**src/rtl/fetch_ctrl.sv**
```systemverilog
// Instruction fetch controller: walks the PC through a combinational ROM into a small
// in-order fetch buffer, with redirect, halt and illegal-PC fault handling.
module fetch_ctrl #(
    parameter logic [31:0] RESET_PC  = 32'h0000_0000,
    parameter int          ROM_WORDS = 32,
    parameter int          DEPTH     = 2
) (
    input  logic        clk,
    input  logic        rst_n,
    output logic [31:0] rom_addr,
    input  logic [31:0] rom_instr,
    input  logic        redirect_valid,
    input  logic [31:0] redirect_pc,
    input  logic        halt_req,
    output logic        out_valid,
    input  logic        out_ready,
    output logic [31:0] out_pc,
    output logic [31:0] out_instr,
    output logic        halted,
    output logic        fault,
    output logic [31:0] fault_pc
);
    localparam int                AW        = $clog2(DEPTH);
    localparam logic [AW:0]       FULL      = (AW+1)'(DEPTH);
    localparam logic [31:0]       ROM_LIMIT = ROM_WORDS;

    typedef enum logic [1:0] {S_RESET, S_RUN, S_HALTED, S_FAULT} state_t;

    state_t          r_state, w_state_nxt;
    logic [31:0]     r_pc, w_pc_nxt;
    logic [31:0]     r_fault_pc, w_fault_pc_nxt;
    logic [AW:0]     r_count;
    logic [AW-1:0]   r_head, r_tail;
    logic [31:0]     r_buf_pc    [DEPTH];
    logic [31:0]     r_buf_instr [DEPTH];
    logic            w_legal, w_pop, w_push, w_flush;

    assign w_legal = (r_pc[1:0] == 2'b00) && ({2'b00, r_pc[31:2]} < ROM_LIMIT);

    always_comb begin
        w_state_nxt    = r_state;
        w_pc_nxt       = r_pc;
        w_fault_pc_nxt = r_fault_pc;
        w_push         = 1'b0;
        w_flush        = 1'b0;
        w_pop          = out_valid && out_ready;
        case (r_state)
            S_RESET: w_state_nxt = S_RUN;
            default: begin
                // Redirect beats everything, including a pending pop of stale entries.
                if (redirect_valid) begin
                    w_flush     = 1'b1;
                    w_pop       = 1'b0;
                    w_pc_nxt    = redirect_pc;
                    w_state_nxt = S_RUN;
                end else if (r_state == S_RUN) begin
                    if (halt_req) begin
                        w_state_nxt = S_HALTED;
                    end else if (!w_legal) begin
                        w_fault_pc_nxt = r_pc;
                        w_state_nxt    = S_FAULT;
                    end else if (r_count < FULL || w_pop) begin
                        w_push   = 1'b1;
                        w_pc_nxt = r_pc + 32'd4;
                    end
                end
            end
        endcase
    end

    always_ff @(posedge clk) begin
        if (!rst_n) begin
            r_state    <= S_RESET;
            r_pc       <= RESET_PC;
            r_fault_pc <= 32'h0;
            r_count    <= '0;
            r_head     <= '0;
            r_tail     <= '0;
        end else begin
            r_state    <= w_state_nxt;
            r_pc       <= w_pc_nxt;
            r_fault_pc <= w_fault_pc_nxt;
            if (w_flush) begin
                r_count <= '0;
                r_head  <= '0;
                r_tail  <= '0;
            end else begin
                if (w_push) r_tail <= r_tail + 1'b1;
                if (w_pop)  r_head <= r_head + 1'b1;
                case ({w_push, w_pop})
                    2'b10:   r_count <= r_count + 1'b1;
                    2'b01:   r_count <= r_count - 1'b1;
                    default: r_count <= r_count;
                endcase
            end
        end
    end

    // Payload storage needs no reset; out_valid gates its visibility.
    always_ff @(posedge clk) begin
        if (rst_n && w_push) begin
            r_buf_pc[r_tail]    <= r_pc;
            r_buf_instr[r_tail] <= rom_instr;
        end
    end

    assign rom_addr  = r_pc;
    assign out_valid = (r_count != '0);
    assign out_pc    = r_buf_pc[r_head];
    assign out_instr = r_buf_instr[r_head];
    assign halted    = (r_state == S_HALTED);
    assign fault     = (r_state == S_FAULT);
    assign fault_pc  = r_fault_pc;

endmodule
```
**config.mk**
```make
export PLATFORM = sky130hd
export DESIGN_NAME = fetch_ctrl
export DESIGN_NICKNAME = d
export VERILOG_FILES = /design/src/rtl/fetch_ctrl.sv
export SDC_FILE = /design/constraint.sdc
export NUM_CORES = 1
export LEC_CHECK = 0
export CAP_MARGIN = 20
export CORE_MARGIN = 2
export CORE_UTILIZATION = 36
export CTS_BUF_LIST = sky130_fd_sc_hd__clkbuf_8
export CTS_CLUSTER_SIZE = 10
export DETAILED_ROUTE_END_ITERATION = 8
export GPL_TIMING_DRIVEN = 1
export PLACE_DENSITY = 0.69
export SLEW_MARGIN = 15
export SYNTH_ARGS = -nofsm -noshare
export SYNTH_HDL_FRONTEND = slang
export SYNTH_SLANG_ARGS = --single-unit
```
**constraint.sdc**
```tcl
create_clock -name clk -period 20.9 [get_ports clk]
set_clock_uncertainty 0.15 [all_clocks]
set_input_delay 3.135 -clock clk [delete_from_list [all_inputs] [get_ports clk]]
set_output_delay 3.135 -clock clk [all_outputs]
set_load 0.1 [all_outputs]
```
## After elaboration in Yosys (flattened, before gate mapping)

Memory sizes are Yosys's and may differ from the RTL's. A register that Yosys moved wholly into a read port is not among the register bits.
Index checks and enable logic that the tools add are counted.

- Register bits: 70
- Bits in writable memories: 128
- Input bits: 69
- Word-level logic and storage cells: 74
- Memories: 2

Memory list:

| name | words | bits a word | read ports | clocked after Yosys merged registers in | wr ports | RTL line | RTL |
|---|---|---|---|---|---|---|---|
| r_buf_instr | 2 | 32 | 1 | 1 | 1 | 35 | `logic [31:0] r_buf_instr [DEPTH];` |
| r_buf_pc | 2 | 32 | 1 | 1 | 1 | 34 | `logic [31:0] r_buf_pc [DEPTH];` |

- $add $sub $neg: 5
- $lt $le $gt $ge: 2
- Equal/unequal tests: 8
- Mux-type cells: 27
- Bitwise gates (word level): 5
- Reduce and logical (&&, ||, !) cells: 18

Operators with widths:

| kind | number |
|---|---|
| 32-bit two-way mux | 5 |
| 32-bit by 3-bit adder with 32-bit output, second input constant | 1 |
| 30-bit by 6-bit < comparator with 1-bit output, second input constant | 1 |
| 1-bit two-way mux | 19 |
| 5-bit AND reduction | 2 |
| 2-bit nonzero test | 5 |
| 2-bit == test, second input constant | 3 |
| 1-bit inverter | 5 |
| 2-bit by 1-bit == test with 1-bit output, second input constant | 2 |
| 2-bit zero test | 2 |
| 2-bit two-way mux | 2 |
| 2-bit != test, second input constant | 2 |
| 4-bit by 3-bit != test with 1-bit output, second input constant | 1 |
| 2-bit case mux with 2 select lines | 1 |
| 2-bit AND reduction | 2 |
| 1-bit logical AND | 3 |
| 3-bit nonzero test | 1 |
| 3-bit OR reduction | 1 |
| 1-bit adder, second input constant | 2 |
| 2-bit by 1-bit adder with 2-bit output, second input constant | 1 |
| 2-bit < comparator, second input constant | 1 |
| 2-bit OR reduction | 1 |
| 2-bit by 1-bit subtractor with 2-bit output, second input constant | 1 |
| 1-bit logical OR | 1 |

## Depth between registers and ports, before layout

- Word-level depth: 12
- Gate-level depth with buffers: 9
- Mapped depth without buffers: 8

## Least setup slack after synthesis

No wires, ideal clock.

- Path type: in2reg
- Start: input port out_ready
- End: memory r_buf_instr[0][0], enable pin
- Arrival time: 8.265 ns
- Setup slack: 11.921 ns
- Stages: 4
- Buffers on the path: 0
- Cell sequence: o21ai_0 nor3_1 nand2_1 nor3_1

- Cells in the longest elaborated chain, start to end: 11

RTL lines:

| what | RTL line | RTL |
|---|---|---|
| start, declared | 16 | `input logic out_ready,` |
| 1-bit logical AND | 46 | `w_pop = out_valid && out_ready;` |
| 1-bit logical OR | 62 | `end else if (r_count < FULL \|\| w_pop) begin` |
| 1-bit two-way mux | 62 |  |
| 1-bit two-way mux | 59 | `end else if (!w_legal) begin` |
| 1-bit two-way mux | 57 | `if (halt_req) begin` |
| 1-bit two-way mux | 56 | `end else if (r_state == S_RUN) begin` |
| 1-bit two-way mux | 51 | `if (redirect_valid) begin` |
| 1-bit two-way mux | 47 | `case (r_state)` |
| 1-bit logical AND | 101 | `if (rst_n && w_push) begin` |
| 1-bit two-way mux | 101 |  |
| 1-bit two-way mux (not written as such) | 103 | `r_buf_instr[r_tail] <= rom_instr;` |
| end, declared | 35 |  |

No other way between the ends.

==> flow_summary.json <==
{
  "status": "finished, final reports clean",
  "tightest_slew_ns": 1.07,
  "grtUsageTotal": 0.161,
  "cts_repair_resize_count": 0,
  "ys_ff_latch": 199,
  "cp_top_family": "buffers and inverters",
  "synth-async-reset-ratio": 0,
  "area_growth_pct": 35.4,
  "ys.flop_type": "edfxtp_1",
  "slew_headroom": 0.287,
  "drive_gt1_frac": 0.146,
  "worstSetupPathType": "reg2out",
  "fmax_ghz": 0.161,
  "post-route-min-period_ns": 6.19,
  "endpoint_kind": "output port",
  "rows": 53,
  "synth_top_cells_by_count": "128 x edfxtp_1, 86 x nand2_1, 71 x dfxtp_1",
  "synth_fp_nets": 650,
  "nNetsFinal": 846,
  "clock_path_buffers": 2,
  "antenna_cells": 0,
  "postCtsSetupBuffers": 0,
  "leakagePower_nw": 3.35,
  "crit_buf_inv": 1,
  "start_util": 0.364,
  "port-buffer-count": 199,
  "placed_area_um2": 9880,
  "dieArea_um2": 22200,
  "grt_pass1_wl_um": 27100,
  "min_path_type": "reg2reg",
  "clk_pin_slew_ns": 0.09,
  "syn_area_um2": 7570,
  "grt_pass1_vias": 4842,
  "finalCritPeriodShare": 0.296,
  "fill_cells": 1913,
  "drv_cap": 0,
  "synth_area_leaders": "edfxtp_1 51%, dfxtp_1 19%, mux2_2 9.5%, nand2_1 4.3%, nand3_1 3.2%",
  "slew_violations": 0,
  "synth_cells": 579,
  "critPathMaxFanout": 64,
  "dr.pass1.iters": 5,
  "yosys.area.top_type": "edfxtp_1",
  "synth.top_cell.area_share": 0.507,
  "yosysUniqueCellTypes": 42,
  "stdcell_area_um2": 10300,
  "cp-start-kind": "register",
  "routed_wl_um": 18300,
  "required_ns": 17.62,
  "grt_overflow": 0,
  "die_w_um": 149,
  "vias": 5233,
  "critPathArrivalTime_ns": 2.91,
  "final_hold_viol_count": 0,
  "grt_max_degree": 82,
  "antenna_found_initial": 0,
  "fp.dieH_um": 149,
  "ir_drop_v": 0.0000356,
  "setup_violations": 0,
  "drc": 0,
  "coreArea_um2": 20800,
  "post_drt_wl_per_cell_um": 17.2,
  "pin_count": 200,
  "post-dp-hpwl_um": 12400,
  "via_per_inst": 4.92,
  "synth-edff-count": 128,
  "crit_path_cell_trace": "mux2_2 > clkdlybuf4s50_1",
  "max_stage_delay_ns": 1.16,
  "cts_tree": "built",
  "gp_congestion": 0.763,
  "power_density_nw_per_um2": 74.0,
  "final.setup.tns_ns": 0,
  "cts_made_buffers": 17,
  "rsz0062_at_grt": "false",
  "ctsHoldBuffers": 0,
  "syn_area_per_cell_um2": 13.1,
  "ys_warn_count": 0,
  "root_buffer": "clkbuf_8",
  "htree_levels": 4,
  "insertion_delay_ns": 0.46,
  "clock-sinks": 199,
  "postRouteAntennaNets": 0,
  "yosysSeqAreaShare": 0.695,
  "drt_iter0_markers": 335,
  "synth.most_common_cell": "edfxtp_1",
  "crit_slowest_cell": "clkdlybuf4s50_1"
}
[layout make-up]
type / instances / area [um2] / area share
multi-input combinational: 343 / 2200 / 0.214
sequential: 199 / 5270 / 0.514
clock inverter: 15 / 139 / 0.0135
tap: 275 / 344 / 0.0335
inverter: 5 / 18.8 / 0.00183
clock buffer: 17 / 234 / 0.0228
timing repair buffer: 209 / 2060 / 0.201
[worst min-delay path, cell delays in order (launching register included)]
cell and delay [ns]:
dfxtp_1 0.32, nand3_1 0.05, o21ai_0 0.06
[per-stage QoR]
stage	total power [mW]	worst slack (ns)	cells	hold WS, ns	util
after floorplan	0.501	11.92	579	0.316	-
after global placement	0.535	14.94	1030	0.302	0.475
after detailed placement	0.536	14.91	1030	0.314	0.475
after CTS	0.768	14.63	1062	0.328	0.492
after global routing	0.788	14.56	1063	0.355	0.493
final	0.759	14.71	1063	0.321	0.493
[report_power, final]
group,switching [mW],internal [mW]
clock,0.128,0.105
sequential,0.0103,0.423
combinational,0.0647,0.0286
total,0.203,0.556
[path summary, 6_finish.rpt]
kind           startpoint              end  slack (ns)  cells past startpoint
max reg2reg  rom_addr[20]  r_buf_pc[1][26]       17.40                      6
min          fault_pc[16]     fault_pc[16]        0.32                      2
max              register       out_pc[16]       14.71                      2
min reg2reg  fault_pc[16]     fault_pc[16]        0.32                      2
[metal layers]
layer,up-vias,part of all wire,GRT usage
li1,2524,-,-
met1,2510,0.43,0.209
met2,181,0.49,0.263
met3,18,0.068,0.0394
met4,0,0.015,0.0552
met5,-,0,0
[flip-flops by register name, summed over array words and instances (netlist names), named ones only]
signal / count
r_state: 2
r_head: 1
r_buf_pc: 64
r_tail: 1
fault_pc: 32
r_buf_instr: 64
rom_addr: 32
r_count: 2
[kinds of logic after synthesis]
kind of cell | Yosys count | share of synthesized area
flops | 199 | 0.695
simple gates | 181 | 0.113
compound gates | 92 | 0.0700
mux | 65 | 0.0965
buf+inv | 37 | 0.0183
xor+xnor | 3 | 0.00347
fa+ha+maj | 2 | 0.00330
[placed cells by master, fill, tap and decap left out, types with 3 or more instances in the layout]
master,instances
mux2_2,64
nand3_1,48
o21ai_0,44
nand2_1,86
edfxtp_1,128
clkbuf_8,17
o211ai_1,3
or3_1,3
nor2_1,12
o31ai_1,4
nand3b_1,3
nor4_1,5
a32oi_1,3
inv_1,7
nor4_2,3
clkinv_2,3
nand4_1,4
buf_4,9
clkinvlp_4,3
dfxtp_1,70
clkdlybuf4s50_1,198
a21oi_1,26
a22oi_1,3
Note: power is estimated with default switching activity, not from simulation.
